--- src/rtl/hazard_seq_unit_if.sv ---
// Hazard sequencer bus: pipeline event inputs in, per-boundary stall/flush
// vectors and sequence status out. The pipeline side drives the master end.
interface hazard_seq_unit_if #(
   parameter int STAGES = 2
);
   logic              i_branch_taken;
   logic              i_push_pc;
   logic              i_pop_pc;
   logic              i_interrupt_req;
   logic              i_decode_imm;
   logic              i_exm_imm;
   logic [STAGES-1:0] o_flush;
   logic [STAGES-1:0] o_stall;
   logic              o_pc_redirect;
   logic              o_insert_nop;
   logic              o_int_ack;
   logic              o_busy;
   logic [1:0]        o_state;
   logic              o_protocol_err;

   modport master (
      output i_branch_taken, i_push_pc, i_pop_pc, i_interrupt_req,
             i_decode_imm, i_exm_imm,
      input  o_flush, o_stall, o_pc_redirect, o_insert_nop, o_int_ack,
             o_busy, o_state, o_protocol_err
   );

   modport slave (
      input  i_branch_taken, i_push_pc, i_pop_pc, i_interrupt_req,
             i_decode_imm, i_exm_imm,
      output o_flush, o_stall, o_pc_redirect, o_insert_nop, o_int_ack,
             o_busy, o_state, o_protocol_err
   );
endinterface

--- src/rtl/hazard_seq_unit.sv ---
// Hazard sequencer: runs multi-cycle CALL / RET / INTERRUPT sequences and
// produces per-boundary stall/flush vectors. Bit 0 is the fetch/decode
// boundary, bit STAGES-1 the oldest (decode/exm). Interrupts are latched and
// held off while decode holds the first word of a two-word instruction.
module hazard_seq_unit #(
   parameter int STAGES      = 2,
   parameter int CALL_CYCLES = 2,
   parameter int RET_CYCLES  = 2,
   parameter int INT_CYCLES  = 3
) (
   input  logic             i_clk,
   input  logic             i_rst,
   hazard_seq_unit_if.slave bus
);

   localparam int MAX_A = (CALL_CYCLES > RET_CYCLES) ? CALL_CYCLES : RET_CYCLES;
   localparam int MAX_C = (MAX_A > INT_CYCLES) ? MAX_A : INT_CYCLES;
   localparam int CW    = $clog2(MAX_C) + 1;
   localparam int TOP   = STAGES - 1;

   localparam logic [CW-1:0] CALL_LAST = CW'(CALL_CYCLES - 1);
   localparam logic [CW-1:0] RET_LAST  = CW'(RET_CYCLES - 1);
   localparam logic [CW-1:0] INT_LAST  = CW'(INT_CYCLES - 1);
   localparam logic [CW-1:0] CNT_ONE   = CW'(1);

   // Hold every boundary except the oldest, which drains as a bubble.
   localparam logic [STAGES-1:0] SEQ_STALL = {1'b0, {(STAGES-1){1'b1}}};
   localparam logic [STAGES-1:0] SEQ_FLUSH = {1'b1, {(STAGES-1){1'b0}}};
   localparam logic [STAGES-1:0] ALL_ONES  = {STAGES{1'b1}};
   localparam logic [STAGES-1:0] FLUSH_F   = {{(STAGES-1){1'b0}}, 1'b1};

   typedef enum logic [1:0] {
      S_IDLE = 2'd0,
      S_CALL = 2'd1,
      S_RET  = 2'd2,
      S_INT  = 2'd3
   } state_t;

   state_t            state_q, state_d;
   logic [CW-1:0]     cnt_q, cnt_d;
   logic              pend_q;
   logic              err_q;

   logic [STAGES-1:0] flush_c, stall_c;
   logic              redirect_c, nop_c, ack_c, err_set;
   logic              int_want;

   assign int_want = (pend_q | bus.i_interrupt_req) & ~bus.i_decode_imm;

   // Sequence registers; reset aborts any sequence and drops a pending interrupt.
   always_ff @(posedge i_clk) begin
      if (i_rst) begin
         state_q <= S_IDLE;
         cnt_q   <= '0;
         pend_q  <= 1'b0;
         err_q   <= 1'b0;
      end else begin
         state_q <= state_d;
         cnt_q   <= cnt_d;
         // A new request in the ack cycle stays latched.
         pend_q  <= bus.i_interrupt_req | (pend_q & ~ack_c);
         err_q   <= err_q | err_set;
      end
   end

   // Next-state decode and per-cycle stall/flush/redirect generation.
   always_comb begin
      state_d    = state_q;
      cnt_d      = cnt_q;
      flush_c    = '0;
      stall_c    = '0;
      redirect_c = 1'b0;
      nop_c      = 1'b0;
      ack_c      = 1'b0;
      err_set    = 1'b0;

      case (state_q)
         S_IDLE: begin
            if (bus.i_branch_taken) begin
               flush_c    = ALL_ONES;
               redirect_c = 1'b1;
            end else if (bus.i_pop_pc) begin
               if (RET_CYCLES == 1) begin
                  redirect_c = 1'b1;
                  flush_c    = ALL_ONES;
               end else begin
                  stall_c = SEQ_STALL;
                  flush_c = SEQ_FLUSH;
                  state_d = S_RET;
                  cnt_d   = CNT_ONE;
               end
            end else if (bus.i_push_pc) begin
               if (CALL_CYCLES == 1) begin
                  redirect_c = 1'b1;
                  flush_c    = FLUSH_F;
               end else begin
                  stall_c = SEQ_STALL;
                  flush_c = SEQ_FLUSH;
                  state_d = S_CALL;
                  cnt_d   = CNT_ONE;
               end
            end else if (int_want) begin
               // Interrupt entry: freeze fetch and feed decode a NOP.
               nop_c      = 1'b1;
               stall_c[0] = 1'b1;
               state_d    = S_INT;
               cnt_d      = CNT_ONE;
            end
         end

         S_CALL: begin
            if (cnt_q == CALL_LAST) begin
               redirect_c = 1'b1;
               flush_c    = FLUSH_F;
               state_d    = S_IDLE;
               cnt_d      = '0;
            end else begin
               stall_c = SEQ_STALL;
               flush_c = SEQ_FLUSH;
               cnt_d   = cnt_q + CNT_ONE;
            end
         end

         S_RET: begin
            if (cnt_q == RET_LAST) begin
               redirect_c = 1'b1;
               flush_c    = ALL_ONES;
               state_d    = S_IDLE;
               cnt_d      = '0;
            end else begin
               stall_c = SEQ_STALL;
               flush_c = SEQ_FLUSH;
               cnt_d   = cnt_q + CNT_ONE;
            end
         end

         S_INT: begin
            if (cnt_q == INT_LAST) begin
               redirect_c = 1'b1;
               flush_c    = ALL_ONES;
               ack_c      = 1'b1;
               state_d    = S_IDLE;
               cnt_d      = '0;
            end else begin
               stall_c = SEQ_STALL;
               flush_c = SEQ_FLUSH;
               cnt_d   = cnt_q + CNT_ONE;
            end
         end

         default: begin
            state_d = S_IDLE;
            cnt_d   = '0;
         end
      endcase

      // An immediate word in exm is never executed as an instruction.
      if (bus.i_exm_imm) flush_c[TOP] = 1'b1;

      // A branch resolving mid-sequence is a protocol violation; still
      // squash everything, but let the sequence run to completion.
      if (state_q != S_IDLE && bus.i_branch_taken) begin
         flush_c = ALL_ONES;
         err_set = 1'b1;
      end
   end

   // Outputs are forced quiet while reset is held.
   always_comb begin
      bus.o_flush        = i_rst ? '0 : flush_c;
      bus.o_stall        = i_rst ? '0 : stall_c;
      bus.o_pc_redirect  = ~i_rst & redirect_c;
      bus.o_insert_nop   = ~i_rst & nop_c;
      bus.o_int_ack      = ~i_rst & ack_c;
      bus.o_busy         = ~i_rst & (state_q != S_IDLE);
      bus.o_state        = i_rst ? 2'b00 : state_q;
      bus.o_protocol_err = ~i_rst & (err_q | err_set);
   end

endmodule

--- src/flat_wrapper.sv ---
// flat-port wrapper written by rule: the top's interface ports become plain ports
module hazard_seq_unit_flat 
#(
   parameter int STAGES      = 2,
   parameter int CALL_CYCLES = 2,
   parameter int RET_CYCLES  = 2,
   parameter int INT_CYCLES  = 3
)
  (i_clk, i_rst, bus_i_branch_taken, bus_i_push_pc, bus_i_pop_pc, bus_i_interrupt_req, bus_i_decode_imm, bus_i_exm_imm, bus_o_flush, bus_o_stall, bus_o_pc_redirect, bus_o_insert_nop, bus_o_int_ack, bus_o_busy, bus_o_state, bus_o_protocol_err);
  hazard_seq_unit_if #(.STAGES(STAGES)) bus_i ();
  input  logic i_clk;
  input  logic i_rst;
  input wire logic [$bits(bus_i.i_branch_taken)-1:0] bus_i_branch_taken;
  input wire logic [$bits(bus_i.i_push_pc)-1:0] bus_i_push_pc;
  input wire logic [$bits(bus_i.i_pop_pc)-1:0] bus_i_pop_pc;
  input wire logic [$bits(bus_i.i_interrupt_req)-1:0] bus_i_interrupt_req;
  input wire logic [$bits(bus_i.i_decode_imm)-1:0] bus_i_decode_imm;
  input wire logic [$bits(bus_i.i_exm_imm)-1:0] bus_i_exm_imm;
  output wire logic [$bits(bus_i.o_flush)-1:0] bus_o_flush;
  output wire logic [$bits(bus_i.o_stall)-1:0] bus_o_stall;
  output wire logic [$bits(bus_i.o_pc_redirect)-1:0] bus_o_pc_redirect;
  output wire logic [$bits(bus_i.o_insert_nop)-1:0] bus_o_insert_nop;
  output wire logic [$bits(bus_i.o_int_ack)-1:0] bus_o_int_ack;
  output wire logic [$bits(bus_i.o_busy)-1:0] bus_o_busy;
  output wire logic [$bits(bus_i.o_state)-1:0] bus_o_state;
  output wire logic [$bits(bus_i.o_protocol_err)-1:0] bus_o_protocol_err;
  assign bus_i.i_branch_taken = bus_i_branch_taken;
  assign bus_i.i_push_pc = bus_i_push_pc;
  assign bus_i.i_pop_pc = bus_i_pop_pc;
  assign bus_i.i_interrupt_req = bus_i_interrupt_req;
  assign bus_i.i_decode_imm = bus_i_decode_imm;
  assign bus_i.i_exm_imm = bus_i_exm_imm;
  assign bus_o_flush = bus_i.o_flush;
  assign bus_o_stall = bus_i.o_stall;
  assign bus_o_pc_redirect = bus_i.o_pc_redirect;
  assign bus_o_insert_nop = bus_i.o_insert_nop;
  assign bus_o_int_ack = bus_i.o_int_ack;
  assign bus_o_busy = bus_i.o_busy;
  assign bus_o_state = bus_i.o_state;
  assign bus_o_protocol_err = bus_i.o_protocol_err;
  hazard_seq_unit #(.STAGES(STAGES), .CALL_CYCLES(CALL_CYCLES), .RET_CYCLES(RET_CYCLES), .INT_CYCLES(INT_CYCLES)) u_core (.i_clk(i_clk), .i_rst(i_rst), .bus(bus_i));
endmodule
--- config.mk ---
export PLATFORM = sky130hd
export DESIGN_NAME = hazard_seq_unit_flat
export DESIGN_NICKNAME = d
export VERILOG_FILES = /design/src/rtl/hazard_seq_unit_if.sv /design/src/rtl/hazard_seq_unit.sv /design/src/flat_wrapper.sv
export SDC_FILE = /design/constraint.sdc
export NUM_CORES = 1
export LEC_CHECK = 0
export BUFFER_PORTS_ARGS = -buffer_cell sky130_fd_sc_hd__buf_4
export CORE_MARGIN = 2
export CORE_UTILIZATION = 40
export CTS_BUF_LIST = sky130_fd_sc_hd__clkbuf_2 sky130_fd_sc_hd__clkbuf_4 sky130_fd_sc_hd__clkbuf_8
export CTS_CLUSTER_SIZE = 28
export DETAILED_ROUTE_END_ITERATION = 16
export PLACE_DENSITY = 0.67
export SLEW_MARGIN = 10
export SYNTH_ARGS = -nofsm -noshare
export SYNTH_HDL_FRONTEND = slang
export SYNTH_SLANG_ARGS = --single-unit
--- constraint.sdc ---
create_clock -name i_clk -period 1.7 [get_ports i_clk]
set_clock_uncertainty 0.15 [all_clocks]
set_input_delay 0.34 -clock i_clk [delete_from_list [all_inputs] [get_ports i_clk]]
set_output_delay 0.34 -clock i_clk [all_outputs]
set_load 0.05 [all_outputs]
==> results of run 1 <==
==> worst paths after layout <==
path / cells past startpoint / end / slack, ps / startpoint
worst min-delay path: 3 / u_core.pend_q$_SDFF_PP0_ / 170 / bus_i_interrupt_req
worst min register to register: 2 / u_core.err_q$_SDFF_PP0_ / 330 / u_core.err_q$_SDFF_PP0_
worst max register to register: 7 / u_core.state_q[1]$_SDFFE_PP0P_ / -50 / u_core.state_q[0]$_SDFFE_PP0P_
worst max-delay path: 8 / bus_o_pc_redirect / -540 / u_core.state_q[0]$_SDFFE_PP0P_
==> cells by family (layout without fill, tap and decap cells) <==
family | Yosys count | after routing
XOR/XNOR | 1 | 1
AND/OR/NAND/NOR | 32 | 32
other | 1 | 1
buffers and inverters | 11 | 57
AO/OA/AOI/OAI | 25 | 25
flip-flops | 7 | 7
adder cells (fa/ha/maj) | 4 | 4
multiplexers | 1 | 1
==> final cells by class <==
type	instances	area, um^2	share of cell area (%)
sequential	7	148	12.2
timing repair buffer	47	402	33.2
inverter	6	27.5	2.28
tap	16	20.0	1.66
multi-input combinational	64	582	48.1
clock buffer	4	30.0	2.48
==> metal layers <==
metal	track usage (%)	part of all wire [%]	vias to the layer above	wire length (um)
met2	41.2	49	24	1050
met3	3.75	4.4	8	94
met5	0	0	-	0
met1	26.9	43	354	916
met4	8.48	3.6	0	76
li1	-	-	379	-
==> synth_stat cells, types with 2 or more instances <==
master and instances:
nor2_1 16, a21oi_1 7, dfxtp_1 7, inv_1 6, nand2b_1 5, o21ai_0 5, ha_1 4, clkbuf_1 2
nand2_1 2, nand3b_1 2, nor3_1 2, o22a_1 2, o32ai_2 2
==> worst reg2reg max path, stage by stage, from the launching register on <==
cell and delay, ps:
dfxtp_4 370, inv_4 40, ha_4 290, nor2_4 50, a311oi_2 280, buf_4 180
a21oi_4 40, o32ai_2 250
==> where the power goes <==
part	switching [uW]	internal [uW]
sequential	19.8	180
clock	80.4	107
combinational	298	287
==> flip-flops by register name (all words and copies together), names as in the netlist <==
register        flops
u_core.pend_q       1
u_core.state_q      2
u_core.cnt_q        3
u_core.err_q        1
==> repair_timing <==
action | CTS | global route
setup endpoints to repair | 10 | 10
gates resized for setup | 21 | 8
pin swaps | 7 | 4
setup buffers | 5 | 3
hold endpoints to repair | 0 | 0
gates cloned | 0 | 0
==> per-stage QoR <==
stage | power (uW) | TNS (ps) | setup WS, ps | utilization, %
3_3_place_gp | 639 | -1070 | -223 | 67.9
6_report | 972 | -3320 | -541 | 81.2
2_1_floorplan | 491 | -805 | -292 | -
5_1_grt | 1010 | -3850 | -588 | 81.2
4_1_cts | 922 | -2960 | -522 | 77.8
3_5_place_dp | 652 | -1300 | -284 | 67.9
==> impl_metrics.json, run 1 <==
{
  "crit_chain": "ha_2 > buf_4 > nand3b_1 > buf_4 > o21ai_2 > a22oi_2 > nor2_4 > buf_6",
  "ir_worst_vdd_v": 0.000585,
  "powerDensity_mw_per_mm2": 804,
  "htree_levels": 1,
  "synth_top_area_share_pct": 22.3,
  "hold_ws_ps": 170,
  "synthArstFlopShare_pct": 0,
  "placed_cell_area_mm2": 0.00101,
  "startpoint_type": "flop",
  "die_h_um": 43.6,
  "fmax_ghz": 0.446,
  "syn_area_um2": 628,
  "die_area_mm2": 0.00190,
  "yosysSeqAreaShare_pct": 22.3,
  "core-area_mm2": 0.00149,
  "min_period_ps": 2240,
  "outcome": "finished with violations",
  "root_buffer": "clkbuf_4",
  "cts_tree": "yes",
  "instances_no_fill": 144,
  "finalMaxSlewViolations": 0,
  "avgViaCountPerCell": 5.31,
  "violations": "negative setup slack",
  "path_class": "flop to output port",
  "nets": 141,
  "critPathMaxFanout": 5,
  "antenna_left": 0,
  "cts_buffers": 3,
  "gp_congestion": 0.804,
  "ys_warn_count": 0,
  "drt_iter0_drc": 3,
  "grt_antenna_before_repair": 0,
  "grt_usage_pct": 22.9,
  "antennaDiodeCount": 0,
  "grt_max_degree": 15,
  "hold_buffers": 0,
  "chipWidth_um": 43.6,
  "crit_required_ps": 1210,
  "cpMaxStageDelayCell": "dfxtp_4",
  "setup_viol": 10,
  "muxShareOfSynthArea_pct": 1.59,
  "worstSetupEndpointType": "output port",
  "path_clk_slew_ps": 60,
  "n_fill_cell": 100,
  "final_hold_viol_count": 0,
  "vias": 765,
  "ctsLongestPathBuffers": 2,
  "synth_ff_type": "dfxtp_1",
  "synth_seq_cells": 7,
  "syn_inst": 82,
  "design_area_mm2": 0.00121,
  "post-route-period-util_pct": 132,
  "final_cell_mix": "buf_4 (37), nor2_1 (8), buf_6 (7)",
  "fp-row-count": 14,
  "synth_top_area_cell": "dfxtp_1",
  "min-delay-path-class": "input pin to flop",
  "synth_edf_count": 0,
  "grt_pass1_vias": 712,
  "grt_setup_unrepaired": "true",
  "slowest_delay_ps": 370,
  "setup_slack_ps": -541,
  "layout_commonest_cell": "buf_4",
  "drt-pass1-iter-count": 4,
  "layout-drive-gt1-share_pct": 64.8,
  "synth_fa_ha_area_share_pct": 7.97,
  "port_buffers": 17,
  "synth_top_family_by_area": "compound AO/OA/AOI/OAI gates",
  "route.detailed.wl_per_inst_um": 14.8,
  "path_buf_inv": 3,
  "maxCapViolCount": 0,
  "drc_errors": 0,
  "clock_latency_ps": 270,
  "cp.arrival_ps": 1750,
  "start_util_pct": 42.2,
  "pin_count": 19,
  "synth_xor_area_share_pct": 1.39,
  "synth-compound-area-share_pct": 30.3,
  "overflow": 0,
  "synthDistinctLibCells": 33,
  "grt_pass1_wl_um": 3190,
  "area_delta_synth_final_pct": 92.4,
  "synthSimpleGateAreaFrac_pct": 27.3,
  "wl_um": 2130,
  "dp_cells": 132,
  "crit_family": "buffers and inverters",
  "p_leak_uw": 0.000522,
  "yosys-top-cells-area": "dfxtp_1 (22%), nor2_1 (9.6%), ha_1 (8.0%)",
  "syn_area_per_cell_um2": 7.66,
  "syn_nets": 94,
  "critPathMostFrequentCell": "buf_4",
  "dp_hpwl_um": 1410,
  "clkSinkCount": 7
}
Note: power is estimated with default switching activity, not from simulation.
==> inputs of run 2 (changes only) <==
SETUP_SLACK_MARGIN = 0.05   (was not set)
==> run 2 against run 1 <==
The flow still finishes with violations (negative setup slack); combinational power is 3.6% higher; count of clock-buffer cells in the layout unchanged; critical path type unchanged; critical path depth decreased by 1; setup slack improved by 49 ps; sequential power about the same; clock power shrank 6%; first-iteration DRC count grew to 8.3 times the previous value; critical endpoint is now bus_o_stall[0]; die area did not move; sequential cell count unchanged; core utilization is 3.4 points higher; final area increased by 4.1%.
==> impl_metrics.json, run 2 (synthesis results as in run 1) <==
{
  "hold_end": "u_core.pend_q$_SDFF_PP0_",
  "ir_worst_vdd_v": 0.000614,
  "design_area_mm2": 0.00126,
  "core-area_mm2": 0.00149,
  "place_worst_setup_slack_ps": -257,
  "path_clk_slew_ps": 60,
  "drt-pass1-iter-count": 4,
  "placed_cell_area_mm2": 0.00101,
  "p_int_uw": 586,
  "cp.arrival_ps": 1700,
  "antenna_left": 0,
  "dp_hpwl_um": 1440,
  "drt_iter0_drc": 25,
  "grt_max_degree": 15,
  "switching_share_pct": 40.3,
  "nets": 141,
  "setup_viol": 9,
  "worstHoldStart": "bus_i_interrupt_req",
  "timing.rr.start": "u_core.state_q[1]$_SDFFE_PP0P_",
  "final_cell_mix": "buf_4 (33), buf_6 (10), nor2_1 (8)",
  "clkSinkCount": 7,
  "min-delay-path-class": "input pin to flop",
  "grt_pass1_wl_um": 3510,
  "pin_count": 19,
  "reg2reg_to": "u_core.state_q[0]$_SDFFE_PP0P_",
  "min_period_ps": 2190,
  "critPathMaxFanout": 3,
  "finalMaxSlewViolations": 0,
  "post-route-period-util_pct": 129,
  "p_clk_share_pct": 17.8,
  "die_h_um": 43.6,
  "outcome": "finished with violations",
  "layout_commonest_cell": "buf_4",
  "gp_congestion": 0.813,
  "cts_buffers": 3,
  "largestRegisters": "u_core.cnt_q x3, u_core.state_q x2",
  "fmax_ghz": 0.456,
  "ff2ff_setup_slack_ps": -50,
  "dp_cells": 132,
  "crit_required_ps": 1210,
  "chipWidth_um": 43.6,
  "rr_worst_depth": 7,
  "vias": 784,
  "startpoint_type": "flop",
  "p_sw_uw": 395,
  "combPwrFrac_pct": 61.8,
  "largest_register_ff_count": 3,
  "powerDensity_mw_per_mm2": 779,
  "avgViaCountPerCell": 5.44,
  "seqPwrFrac_pct": 20.4,
  "route.detailed.wl_per_inst_um": 16.2,
  "largest-register": "u_core.cnt_q",
  "area_delta_synth_final_pct": 100,
  "layout-drive-gt1-share_pct": 67.2,
  "instances_no_fill": 144,
  "root_buffer": "clkbuf_4",
  "drc_errors": 0,
  "hold_ws_ps": 188,
  "hold_buffers": 0,
  "n_fill_cell": 88,
  "min_delay_path_depth": 3,
  "setup_slack_ps": -493,
  "worstSetupEndpointType": "output port",
  "clock_latency_ps": 260,
  "path_class": "flop to output port",
  "overflow": 0,
  "htree_levels": 1,
  "maxCapViolCount": 0,
  "final_hold_viol_count": 0,
  "p_leak_uw": 0.000526,
  "start_util_pct": 42.2,
  "fp-row-count": 14,
  "violations": "negative setup slack",
  "tns_ps": -2740,
  "grt_usage_pct": 25.8,
  "grt_pass1_vias": 743,
  "wl_um": 2330,
  "grt_antenna_before_repair": 0,
  "grt_setup_unrepaired": "true",
  "die_area_mm2": 0.00190,
  "antennaDiodeCount": 0,
  "port_buffers": 17,
  "cts_tree": "yes",
  "ctsLongestPathBuffers": 2
}
run 2: cell counts in the layout (fill, tap and decap cells not counted):
No cell type changed its count.
run 2: cell type report:
| class | instances | area [um^2] | area share [%] |
|---|---|---|---|
| inverters | 6 | 27.5 | 2.19 |
| flip-flops and latches | 7 | 148 | 11.7 |
| well taps | 16 | 20.0 | 1.59 |
| multi-input cells | 64 | 613 | 48.7 |
| clock buffers | 4 | 30.0 | 2.39 |
| repair buffers | 47 | 420 | 33.4 |
run 2: per-layer routing:
metal | GRT usage (%) | part of all wire (%)
met1 | 29.9 | 39
met2 | 43.5 | 53
met5 | 0 | 0
met4 | 15.8 | 3.1
met3 | 4.58 | 4.8
run 2: worst max path at each step:
stage	startpoint	endpoint	slack (ps)	cells after the start
2_1_floorplan	u_core.state_q[1]$_SDFFE_PP0P_	bus_o_stall[0]	-290	6
3_3_place_gp	bus_i_decode_imm	bus_o_stall[0]	-220	7
3_5_place_dp	u_core.state_q[1]$_SDFFE_PP0P_	bus_o_stall[0]	-260	7
4_1_cts	u_core.state_q[0]$_SDFFE_PP0P_	bus_o_stall[0]	-500	7
5_1_grt	u_core.state_q[1]$_SDFFE_PP0P_	bus_o_stall[0]	-580	7
6_report	u_core.state_q[1]$_SDFFE_PP0P_	bus_o_stall[0]	-490	7
run 2: critical path, stage by stage (launching register included):
cell and delay, ps:
dfxtp_4 380, inv_4 50, ha_4 270, nor2_2 40, a311oi_2 300, mux2i_2 140, nor2_4 100, buf_6 160
run 2: stage by stage:
stage	power (uW)	util (%)
final	981	84.5
after global routing	1030	84.5
after CTS	929	79.1
after detailed placement	653	67.9
after global placement	639	67.9
after floorplan	491	-
run 2: power by group through the flow:
stage	logic (uW)	registers [uW]	clock network [uW]
final	606	200	175
after global routing	641	202	186
after CTS	555	196	177
after detailed placement	454	199	0
after global placement	441	198	0
after floorplan	293	198	0
run 2: repair_timing:
item / 4_1_cts / 5_1_grt
pin swaps: 8 / 11
endpoints found under the setup margin: 10 / 12
buffers inserted: 6 / 3
resized for setup: 19 / 21
endpoints found under the hold margin: 0 / 0
==> inputs of run 3 (changes only) <==
CORE_ASPECT_RATIO = 1.1   (was not set)
==> run 3 against run 2 <==
The run still ends with negative setup slack left; global-route usage fell by 3.1 points; non-clock buffer count fell by 2; hold slack improved by 15 ps; setup slack improved by 14 ps; core utilization fell by 5.4 points; clock power rose by 3%; critical path depth did not move; power fell by 2.7%; combinational power fell by 4.1%; register-to-register slack improved by 60 ps; count of clock-buffer cells in the layout did not move; maximum frequency rose by 0.64%; largest cell class unchanged.
==> impl_metrics.json, run 3 (synthesis results as in run 1) <==
{
  "antennaDiodeCount": 0,
  "largest-register": "u_core.cnt_q",
  "gp_congestion": 0.740,
  "reg2reg_to": "u_core.state_q[0]$_SDFFE_PP0P_",
  "hold_end": "u_core.pend_q$_SDFF_PP0_",
  "grt_antenna_before_repair": 0,
  "clock_latency_ps": 250,
  "n_fill_cell": 108,
  "area_delta_synth_final_pct": 91.6,
  "clkSinkCount": 7,
  "path_clk_slew_ps": 60,
  "final_hold_viol_count": 0,
  "multiInputGateArea_um2": 587,
  "maxCapViolCount": 0,
  "min_delay_path_depth": 3,
  "post-route-period-util_pct": 128,
  "pin_count": 19,
  "power_uw": 955,
  "wl_um": 2000,
  "fmax_ghz": 0.459,
  "crit_required_ps": 1210,
  "core-area_mm2": 0.00152,
  "drt-pass1-iter-count": 3,
  "place_worst_setup_slack_ps": -275,
  "antenna_left": 0,
  "startpoint_type": "flop",
  "switching_share_pct": 39.7,
  "cts_buffers": 3,
  "ctsLongestPathBuffers": 2,
  "grt_max_degree": 13,
  "powerDensity_mw_per_mm2": 793,
  "overflow": 0,
  "outcome": "finished with violations",
  "chipWidth_um": 41.8,
  "finalMaxSlewViolations": 0,
  "worstSetupEndpointType": "output port",
  "min-delay-path-class": "input pin to flop",
  "fp-row-count": 15,
  "root_buffer": "clkbuf_4",
  "htree_levels": 1,
  "setup_slack_ps": -479,
  "setup_viol": 8,
  "avgViaCountPerCell": 5.11,
  "cp.arrival_ps": 1690,
  "seqCellArea_um2": 145,
  "ff2ff_setup_slack_ps": 10,
  "vias": 731,
  "die_area_mm2": 0.00190,
  "violations": "negative setup slack",
  "p_sw_uw": 379,
  "layout_commonest_cell": "buf_4",
  "drt_iter0_drc": 8,
  "rr_worst_depth": 7,
  "dp_hpwl_um": 1410,
  "min_period_ps": 2180,
  "seqPwrFrac_pct": 20.2,
  "port_buffers": 17,
  "cts_tree": "yes",
  "path_class": "flop to output port",
  "grt_usage_pct": 22.7,
  "hold_buffers": 0,
  "grt_pass1_wl_um": 3260,
  "final_cell_mix": "buf_4 (34), nor2_1 (8), buf_6 (8)",
  "layout-drive-gt1-share_pct": 64.3,
  "nets": 139,
  "largestRegisters": "u_core.cnt_q x3, u_core.state_q x2",
  "largest_register_ff_count": 3,
  "grt_pass1_vias": 733,
  "timing.rr.start": "u_core.state_q[1]$_SDFFE_PP0P_",
  "route.detailed.wl_per_inst_um": 14.0,
  "drc_errors": 0,
  "die_h_um": 45.6,
  "start_util_pct": 41.3,
  "p_leak_uw": 0.000511,
  "critPathMaxFanout": 3,
  "grt_setup_unrepaired": "true",
  "p_int_uw": 576,
  "p_clk_share_pct": 18.9,
  "worstHoldStart": "bus_i_interrupt_req",
  "combPwrFrac_pct": 60.9,
  "ir_worst_vdd_v": 0.000590
}
run 3: layer usage:
metal  vias up  GRT usage, %  wire length, um
li1        376             -                -
met5         -             0                0
met1       343          28.2              899
met3         2          2.38               47
met4         0          7.74               13
met2        10          41.3             1040
run 3: layout make-up:
type,count,area share (%)
clock buffers,4,2.49
inverters,6,2.08
multi-input cells,64,48.8
flip-flops and latches,7,12.1
well taps,17,1.77
repair buffers,45,32.8
run 3: what timing repair did:
action / 4_1_cts / 5_1_grt
resized for setup: 17 / 12
buffers inserted: 7 / 1
endpoints found under the setup margin: 10 / 11
endpoints found under the hold margin: 0 / 0
pin swaps: 8 / 3
run 3: per-stage QoR:
stage               cells  util [%]  hold slack (ps)  TNS, ps  area (um^2)
floorplan              82         -              304     -805          733
global placement      131      65.6              320    -1020          997
detailed placement    131      65.6              330    -1220          997
CTS                   142      76.2              192    -2940         1160
global route          143      79.2              213    -3340         1200
finish                143      79.2              203    -2810         1200
run 3: power groups by stage:
stage	Combinational, uW	Sequential, uW	Clock [uW]
floorplan	293	198	0
global placement	436	193	0
detailed placement	443	195	0
CTS	548	192	183
global route	613	194	191
finish	581	193	180
run 3: critical path: stages, from the launching register on:
cell and delay (ps):
dfxtp_2 360, inv_2 50, ha_4 290, nor2_2 50
a311oi_2 270, mux2i_1 150, nor2_4 110, buf_8 150
run 3: worst max path at each step:
| stage | start | end | slack (ps) | cells past startpoint |
|---|---|---|---|---|
| after CTS | u_core.state_q[0]$_SDFFE_PP0P_ | bus_o_stall[0] | -490 | 7 |
| after floorplan | u_core.state_q[1]$_SDFFE_PP0P_ | bus_o_stall[0] | -290 | 6 |
| after global routing | u_core.state_q[0]$_SDFFE_PP0P_ | bus_o_stall[0] | -550 | 7 |
| final | u_core.state_q[0]$_SDFFE_PP0P_ | bus_o_stall[0] | -480 | 7 |
| after detailed placement | u_core.state_q[1]$_SDFFE_PP0P_ | bus_o_stall[0] | -270 | 7 |
| after global placement | u_core.state_q[1]$_SDFFE_PP0P_ | bus_o_stall[0] | -200 | 7 |
